### config.mk
export PLATFORM = sky130hd
export DESIGN_NAME = rect_fill_engine_flat
export DESIGN_NICKNAME = d
export VERILOG_FILES = /design/src/rtl/screen_pkg.sv /design/src/rtl/rect_fill_engine_if.sv /design/src/rtl/rect_clip.sv /design/src/rtl/rect_fill_engine.sv /design/src/flat_wrapper.sv
export SDC_FILE = /design/constraint.sdc
export NUM_CORES = 1
export LEC_CHECK = 0
export CAP_MARGIN = 20
export CORE_AREA = 2 2 86 88
export CTS_CLUSTER_DIAMETER = 120
export DETAILED_ROUTE_END_ITERATION = 8
export DIE_AREA = 0 0 88 90
export PLACE_DENSITY = 0.86
export RECOVER_POWER = 50
export SETUP_SLACK_MARGIN = 0.2
export SLEW_MARGIN = 20
export SYNTH_ARGS = -nofsm -noshare
export SYNTH_HDL_FRONTEND = slang
export SYNTH_SLANG_ARGS = --single-unit
### constraint.sdc
create_clock -name clock -period 8.2 [get_ports clock]
set_clock_uncertainty 0.2 [all_clocks]
set_input_delay 1.64 -clock clock [delete_from_list [all_inputs] [get_ports clock]]
set_output_delay 1.64 -clock clock [all_outputs]
set_load 0.01 [all_outputs]
### src/rtl/screen_pkg.sv
// Screen geometry and drawing-engine FSM encoding.
// Holds the per-resolution screen size, helpers that derive coordinate and
// colour widths, and the state encoding that later blitters also use.
package screen_pkg;

    localparam int XMAX_320 = 320;
    localparam int YMAX_320 = 240;
    localparam int XMAX_160 = 160;
    localparam int YMAX_160 = 120;

    typedef enum logic [1:0] {
        ST_IDLE = 2'd0,
        ST_FILL = 2'd1,
        ST_DONE = 2'd2
    } fill_state_t;

    function automatic int xmax_of(input bit low_res);
        return low_res ? XMAX_160 : XMAX_320;
    endfunction

    function automatic int ymax_of(input bit low_res);
        return low_res ? YMAX_160 : YMAX_320;
    endfunction

    function automatic int xw_of(input bit low_res);
        return low_res ? 8 : 9;
    endfunction

    function automatic int yw_of(input bit low_res);
        return low_res ? 7 : 8;
    endfunction

    function automatic int cw_of(input int bits_per_channel, input bit mono);
        return mono ? 1 : 3 * bits_per_channel;
    endfunction

endpackage

### src/rtl/rect_fill_engine_if.sv
// Request and pixel-write bundle between game logic / memory arbiter and the
// rectangle fill engine.
//   req_valid/req_ready   request handshake
//   req_clear             full-screen fill, geometry fields ignored
//   req_x/y/w/h/colour    rectangle geometry and fill colour
//   hold                  arbiter back-pressure
//   x/y/colour/plot       pixel write
//   busy/done             progress status
interface rect_fill_engine_if #(
    parameter int XW = 9,
    parameter int YW = 8,
    parameter int CW = 3
);
    logic          req_valid;
    logic          req_ready;
    logic          req_clear;
    logic [XW-1:0] req_x;
    logic [YW-1:0] req_y;
    logic [XW-1:0] req_w;
    logic [YW-1:0] req_h;
    logic [CW-1:0] req_colour;
    logic          hold;
    logic [XW-1:0] x;
    logic [YW-1:0] y;
    logic [CW-1:0] colour;
    logic          plot;
    logic          busy;
    logic          done;

    modport master (
        output req_valid, req_clear, req_x, req_y, req_w, req_h, req_colour, hold,
        input  req_ready, x, y, colour, plot, busy, done
    );

    modport slave (
        input  req_valid, req_clear, req_x, req_y, req_w, req_h, req_colour, hold,
        output req_ready, x, y, colour, plot, busy, done
    );
endinterface

### src/rtl/rect_clip.sv
// Combinational clip of a fill request against the screen.
//   clear_i          full-screen region
//   x_i/y_i/w_i/h_i  requested top-left corner and size
//   xs_o/ys_o        first pixel
//   xe_o/ye_o        last column / last row, clipped to the screen
//   empty_o          nothing to draw
module rect_clip #(
    parameter int XW   = 9,
    parameter int YW   = 8,
    parameter int XMAX = 320,
    parameter int YMAX = 240
) (
    input  logic          clear_i,
    input  logic [XW-1:0] x_i,
    input  logic [YW-1:0] y_i,
    input  logic [XW-1:0] w_i,
    input  logic [YW-1:0] h_i,
    output logic [XW-1:0] xs_o,
    output logic [YW-1:0] ys_o,
    output logic [XW-1:0] xe_o,
    output logic [YW-1:0] ye_o,
    output logic          empty_o
);
    localparam logic [XW:0]   XMAX_W  = (XW+1)'(XMAX);
    localparam logic [YW:0]   YMAX_W  = (YW+1)'(YMAX);
    localparam logic [XW:0]   XLAST_W = (XW+1)'(XMAX - 1);
    localparam logic [YW:0]   YLAST_W = (YW+1)'(YMAX - 1);
    localparam logic [XW:0]   ONE_X   = (XW+1)'(1);
    localparam logic [YW:0]   ONE_Y   = (YW+1)'(1);

    // One extra bit so x+w-1 cannot wrap before the clip compare.
    logic [XW:0] x_sum;
    logic [YW:0] y_sum;

    assign x_sum = {1'b0, x_i} + {1'b0, w_i} - ONE_X;
    assign y_sum = {1'b0, y_i} + {1'b0, h_i} - ONE_Y;

    always_comb begin
        xs_o    = '0;
        ys_o    = '0;
        xe_o    = XLAST_W[XW-1:0];
        ye_o    = YLAST_W[YW-1:0];
        empty_o = 1'b0;
        if (!clear_i) begin
            xs_o    = x_i;
            ys_o    = y_i;
            xe_o    = (x_sum > XLAST_W) ? XLAST_W[XW-1:0] : x_sum[XW-1:0];
            ye_o    = (y_sum > YLAST_W) ? YLAST_W[YW-1:0] : y_sum[YW-1:0];
            empty_o = (w_i == '0) || (h_i == '0) ||
                      ({1'b0, x_i} >= XMAX_W) || ({1'b0, y_i} >= YMAX_W);
        end
    end
endmodule

### src/rtl/rect_fill_engine.sv
// Rectangle / full-screen fill engine feeding video memory.
// Accepts one request at a time and emits one clipped pixel write per
// non-held cycle in raster order.
//   clock   system clock
//   resetn  synchronous active-low reset
//   bus     request handshake, back-pressure and pixel-write outputs
//
// state   | meaning
// --------+-----------------------------------------------------------
// ST_IDLE | req_ready high, waiting for a request
// ST_FILL | plot register holds the pending pixel; advances unless held
// ST_DONE | done pulse; an empty request spends one quiet cycle here first
module rect_fill_engine
    import screen_pkg::*;
#(
    parameter string RESOLUTION              = "320x240",
    parameter int    BITS_PER_COLOUR_CHANNEL = 1,
    parameter string MONOCHROME              = "FALSE"
) (
    input logic clock,
    input logic resetn,
    rect_fill_engine_if.slave bus
);
    localparam bit LOW_RES = (RESOLUTION == "160x120");
    localparam bit MONO    = (MONOCHROME == "TRUE");
    localparam int XMAX    = xmax_of(LOW_RES);
    localparam int YMAX    = ymax_of(LOW_RES);
    localparam int XW      = xw_of(LOW_RES);
    localparam int YW      = yw_of(LOW_RES);
    localparam int CW      = cw_of(BITS_PER_COLOUR_CHANNEL, MONO);

    fill_state_t   state_q, state_d;
    logic [XW-1:0] x_q, x_d, xs_q, xs_d, xe_q, xe_d;
    logic [YW-1:0] y_q, y_d, ye_q, ye_d;
    logic [CW-1:0] col_q, col_d;
    logic          plot_q, plot_d;
    logic          done_q, done_d;
    logic          busy_q, busy_d;
    logic          rdy_q, rdy_d;

    logic [XW-1:0] clip_xs, clip_xe;
    logic [YW-1:0] clip_ys, clip_ye;
    logic          clip_empty;

    rect_clip #(
        .XW   (XW),
        .YW   (YW),
        .XMAX (XMAX),
        .YMAX (YMAX)
    ) u_clip (
        .clear_i (bus.req_clear),
        .x_i     (bus.req_x),
        .y_i     (bus.req_y),
        .w_i     (bus.req_w),
        .h_i     (bus.req_h),
        .xs_o    (clip_xs),
        .ys_o    (clip_ys),
        .xe_o    (clip_xe),
        .ye_o    (clip_ye),
        .empty_o (clip_empty)
    );

    always_ff @(posedge clock) begin
        if (!resetn) begin
            state_q <= ST_IDLE;
            x_q     <= '0;
            y_q     <= '0;
            xs_q    <= '0;
            xe_q    <= '0;
            ye_q    <= '0;
            col_q   <= '0;
            plot_q  <= 1'b0;
            done_q  <= 1'b0;
            busy_q  <= 1'b0;
            rdy_q   <= 1'b1;
        end else begin
            state_q <= state_d;
            x_q     <= x_d;
            y_q     <= y_d;
            xs_q    <= xs_d;
            xe_q    <= xe_d;
            ye_q    <= ye_d;
            col_q   <= col_d;
            plot_q  <= plot_d;
            done_q  <= done_d;
            busy_q  <= busy_d;
            rdy_q   <= rdy_d;
        end
    end

    always_comb begin
        state_d = state_q;
        x_d     = x_q;
        y_d     = y_q;
        xs_d    = xs_q;
        xe_d    = xe_q;
        ye_d    = ye_q;
        col_d   = col_q;
        plot_d  = 1'b0;
        done_d  = 1'b0;
        busy_d  = busy_q;
        rdy_d   = rdy_q;
        unique case (state_q)
            ST_IDLE: begin
                rdy_d  = 1'b1;
                busy_d = 1'b0;
                if (bus.req_valid) begin
                    xs_d   = clip_xs;
                    xe_d   = clip_xe;
                    ye_d   = clip_ye;
                    col_d  = bus.req_colour;
                    rdy_d  = 1'b0;
                    busy_d = 1'b1;
                    if (clip_empty) begin
                        state_d = ST_DONE;
                    end else begin
                        x_d     = clip_xs;
                        y_d     = clip_ys;
                        plot_d  = 1'b1;
                        state_d = ST_FILL;
                    end
                end
            end
            ST_FILL: begin
                // plot_q high means the pixel at (x_q,y_q) went out this
                // cycle; low means it is still pending after a hold.
                if (plot_q) begin
                    if (x_q == xe_q && y_q == ye_q) begin
                        state_d = ST_DONE;
                        done_d  = 1'b1;
                    end else begin
                        plot_d = !bus.hold;
                        if (x_q == xe_q) begin
                            x_d = xs_q;
                            y_d = y_q + YW'(1);
                        end else begin
                            x_d = x_q + XW'(1);
                        end
                    end
                end else begin
                    plot_d = !bus.hold;
                end
            end
            ST_DONE: begin
                // Entered from FILL with done already set; an empty request
                // arrives with done clear and raises it one cycle later.
                if (done_q) begin
                    state_d = ST_IDLE;
                    rdy_d   = 1'b1;
                    busy_d  = 1'b0;
                end else begin
                    done_d = 1'b1;
                end
            end
            default: begin
                state_d = ST_IDLE;
            end
        endcase
    end

    assign bus.req_ready = rdy_q;
    assign bus.x         = x_q;
    assign bus.y         = y_q;
    assign bus.colour    = col_q;
    assign bus.plot      = plot_q;
    assign bus.busy      = busy_q;
    assign bus.done      = done_q;

endmodule

### src/flat_wrapper.sv
// flat-port wrapper written by rule: the top's interface ports become plain ports
module rect_fill_engine_flat import screen_pkg::*;
#(
    parameter string RESOLUTION              = "       ",
    parameter int    BITS_PER_COLOUR_CHANNEL = 1,
    parameter string MONOCHROME              = "     "
)
  (clock, resetn, bus_req_valid, bus_req_clear, bus_req_x, bus_req_y, bus_req_w, bus_req_h, bus_req_colour, bus_hold, bus_req_ready, bus_x, bus_y, bus_colour, bus_plot, bus_busy, bus_done);
  rect_fill_engine_if #(.XW(9), .YW(8), .CW(3)) bus_i ();
  input logic clock;
  input logic resetn;
  input wire logic [$bits(bus_i.req_valid)-1:0] bus_req_valid;
  input wire logic [$bits(bus_i.req_clear)-1:0] bus_req_clear;
  input wire logic [$bits(bus_i.req_x)-1:0] bus_req_x;
  input wire logic [$bits(bus_i.req_y)-1:0] bus_req_y;
  input wire logic [$bits(bus_i.req_w)-1:0] bus_req_w;
  input wire logic [$bits(bus_i.req_h)-1:0] bus_req_h;
  input wire logic [$bits(bus_i.req_colour)-1:0] bus_req_colour;
  input wire logic [$bits(bus_i.hold)-1:0] bus_hold;
  output wire logic [$bits(bus_i.req_ready)-1:0] bus_req_ready;
  output wire logic [$bits(bus_i.x)-1:0] bus_x;
  output wire logic [$bits(bus_i.y)-1:0] bus_y;
  output wire logic [$bits(bus_i.colour)-1:0] bus_colour;
  output wire logic [$bits(bus_i.plot)-1:0] bus_plot;
  output wire logic [$bits(bus_i.busy)-1:0] bus_busy;
  output wire logic [$bits(bus_i.done)-1:0] bus_done;
  assign bus_i.req_valid = bus_req_valid;
  assign bus_i.req_clear = bus_req_clear;
  assign bus_i.req_x = bus_req_x;
  assign bus_i.req_y = bus_req_y;
  assign bus_i.req_w = bus_req_w;
  assign bus_i.req_h = bus_req_h;
  assign bus_i.req_colour = bus_req_colour;
  assign bus_i.hold = bus_hold;
  assign bus_req_ready = bus_i.req_ready;
  assign bus_x = bus_i.x;
  assign bus_y = bus_i.y;
  assign bus_colour = bus_i.colour;
  assign bus_plot = bus_i.plot;
  assign bus_busy = bus_i.busy;
  assign bus_done = bus_i.done;
  rect_fill_engine #(.RESOLUTION(RESOLUTION), .BITS_PER_COLOUR_CHANNEL(BITS_PER_COLOUR_CHANNEL), .MONOCHROME(MONOCHROME)) u_core (.clock(clock), .resetn(resetn), .bus(bus_i));
endmodule
==> key figures <==
Layout
  – FILL cells: 592
  – P&R area growth vs syn: 18.3%
  – Commonest cells after routing, fill and taps aside: inv_1 (84), dfxtp_1 (52), a21oi_1 (43)
  – # diodes: 0
  – Utilization after layout: 0.680
  – Nets: 640
  – Register area: 1040 µm²
  – Footprint of the multi-input gates: 2520 µm²
  – Most common cell after layout, fill and taps aside: inv_1
  – Layout cell share with drive strength beyond 1: 0.0679

Synth
  – FFs w/ async S/R, synth: 0
  – #FFs+latches synth: 52
  – Largest cells by area after synthesis: dfxtp_1 (26%), ha_1 (11%), inv_1 (7.8%)
  – Net Count, Synth: 592
  – EDFF count, synth: 0
  – Predominant post-synthesis flop cell: dfxtp_1
  – Yosys Warn Count: 0
  – Post-synthesis instance area: 4030 µm²
  – Mean Syn Cell Area: 7.89 µm²
  – Syn Inst Count: 511
  – Post-synthesis sequential area ratio: 0.258
  – Yosys top cell by area: dfxtp_1
  – Synth top area share: 0.258
  – Post-synth cell types: 58

Outcome
  – Failing checks: capacitance limit, slew limit
  – Status: finished with violations

Worst setup path
  – R2R setup slack: 4.01 ns
  – Worst Path Required: 8.13 ns
  – R2R Path End: u_core.bus.y[1]
  – Crit end category: flip-flop
  – Critical Path Source Type: input pin
  – Critical path data arrival time: 4.66 ns
  – Kind of critical path: in -> reg
  – CP startpoint: bus_req_valid
  – Critical path peak fanout: 23
  – RR Startpoint: u_core.state_q[1]
  – R2R cell count: 8

GRT
  – Initial antenna violation count: 0
  – GRT Total Usage: 0.267
  – Largest net degree at the start of global routing: 32
  – GR Overflow Total: 0
  – Vias in the first global route: 3,707
  – First-pass GRT wire length: 17,000 µm

CTS
  – CTS H-Tree Depth: 2
  – Setup bufs post-CTS: 0
  – Resize count post-CTS: 0
  – CTS tree: built
  – Clock sink total: 52
  – Clock tree buffer depth: 2
  – Hold buffers post-CTS: 0
  – Num CTS Buffers: 5
  – Clk slew on worst S/H paths: 0.10 ns
  – Clk root buf: clkbuf_8
  – Clk Latency, worst-skew pair: 0.32 ns

Floorplanning
  – Row count: 31
  – Starting density of the core: 0.575
  – Die Wd: 88 µm
  – Die Y: 90 µm
  – Core area: 7020 µm²
  – Ports: 66
  – Overall die area: 7920 µm²

Timing
  – Tmin final: 4.73 ns
  – Final setup vio count: 0
  – Max Freq: 211 MHz
  – Hold slack: 0.260 ns
  – Fin worst setup slack: 3.47 ns
  – Fin Setup TNS: 0 ns
  – Post-route clock period utilization: 0.577
  – Slew @ Worst Pin: 1.76 ns
  – Slew headroom: -0.176
  – Slew Limit Fails: 32
  – Final Hold Viols: 0
  – Unrepaired setup endpoints after global routing: no

Route
  – WL per Instance: 16.0 µm
  – Routed WL: 10,500 µm
  – Post-DRT Antenna Nets: 0
  – Post-route DRC: 0
  – 1st-pass router iterations: 5
  – Vias per cell: 5.87
  – Via count: 3,868
  – DRT iter0 DRCs: 266

Placed design
  – Setup WS pre-CTS: 3.38 ns
  – Routability-driven placement congestion ratio: 0.908
  – DP HPWL: 7780 µm
  – IO Port Bufs: 65

Power
  – IR drop worst, VDD: 0.173 mV
  – Share of power burned in registers: 0.335
  – Internal power: 688 µW
  – Sw Share: 0.425
  – Sw Pwr: 509 µW
  – Clock power frac: 0.158
  – Static Leak: 0.00207 µW
  – Comb power frac: 0.507
  – Pwr dens: 251 nW/µm²

Worst hold path
  – WHS Endpoint: u_core.bus.colour[2]
  – Worst min path class: reg -> reg
  – Hold path start: u_core.bus.colour[2]
  – Worst Hold Depth: 2

Job
  – Max cap viols: 1
==> flip-flops by register name, summed over array words and instances (netlist names) <==
name / cells
u_core.bus.done: 1
u_core.ye_q: 8
u_core.bus.colour: 3
u_core.bus.x: 9
u_core.bus.y: 8
u_core.xe_q: 9
u_core.bus.busy: 1
u_core.xs_q: 9
u_core.bus.req_ready: 1
u_core.bus.plot: 1
u_core.state_q: 2
==> layer usage <==
layer  vias to the layer above  share of wire  track usage
li1                       1864              -            -
met1                      1792           0.41        0.341
met2                       182           0.49        0.448
met3                        30          0.068       0.0358
met4                         0          0.031        0.103
met5                         -              0            0
==> power by group through the flow <==
| stage | sequential [µW] | clock (µW) | combinational (µW) |
|---|---|---|---|
| floorplan | 398 | 0 | 441 |
| global placement | 403 | 0 | 584 |
| finish | 401 | 189 | 607 |
| global route | 408 | 201 | 664 |
| detailed placement | 405 | 0 | 605 |
| CTS | 400 | 190 | 612 |
==> how the worst max path moves through the flow <==
stage	endpoint	depth (start not counted)
global route	u_core.bus.y[7]	6
CTS	u_core.xe_q[2]	12
detailed placement	u_core.xe_q[2]	12
global placement	u_core.xe_q[0]	12
finish	u_core.bus.y[1]	6
floorplan	u_core.xe_q[8]	11
==> critical path, stage by stage <==
cell           delay, ns
dlygate4sd3_1       0.56
and2_1              0.72
o22ai_1             0.26
nand4bb_1           0.81
a221oi_1            0.58
a211oi_2            0.08
==> area by class of cell <==
cell class                      instances  area share
Sequential cell                        52       0.218
Clock buffer                            6      0.0173
Multi-Input combinational cell        350       0.527
Inverter                               84      0.0661
Clock inverter                          2     0.00813
Tap cell                               99      0.0260
Timing Repair Buffer                   66       0.137
==> cells by family (layout without fill, tap and decap cells) <==
| group | count (synthesis) | in the layout | share of synthesized area |
|---|---|---|---|
| fa+ha+maj | 39 | 39 | 0.125 |
| flops | 52 | 52 | 0.258 |
| simple gates | 136 | 136 | 0.163 |
| buf+inv | 109 | 158 | 0.119 |
| compound gates | 131 | 131 | 0.237 |
| xor+xnor | 38 | 38 | 0.0825 |
| mux | 6 | 6 | 0.0158 |
==> metrics by stage <==
step                      total power [µW]  cells  area [µm²]
after floorplan                        839    511        4030
after detailed placement              1010    651        4650
final                                 1200    659        4770
after global routing                  1270    659        4770
after CTS                             1200    659        4770
after global placement                 987    651        4650
==> Yosys cell counts (all sizes together), types with 4 or more instances <==
| master | count |
|---|---|
| inv | 84 |
| dfxtp | 52 |
| a21oi | 43 |
| nand2 | 38 |
| ha | 37 |
| nor2 | 34 |
| xnor2 | 28 |
| nand3 | 21 |
| o21ai | 21 |
| a211oi | 16 |
| nor3 | 15 |
| buf | 12 |
| clkbuf | 12 |
| xor2 | 10 |
| o221a | 8 |
| o22ai | 6 |
| a21o | 5 |
| a221oi | 5 |
| nand4 | 5 |
| o311a | 5 |
| nand2b | 4 |
| o211a | 4 |
(Power assumes the default switching activity.)
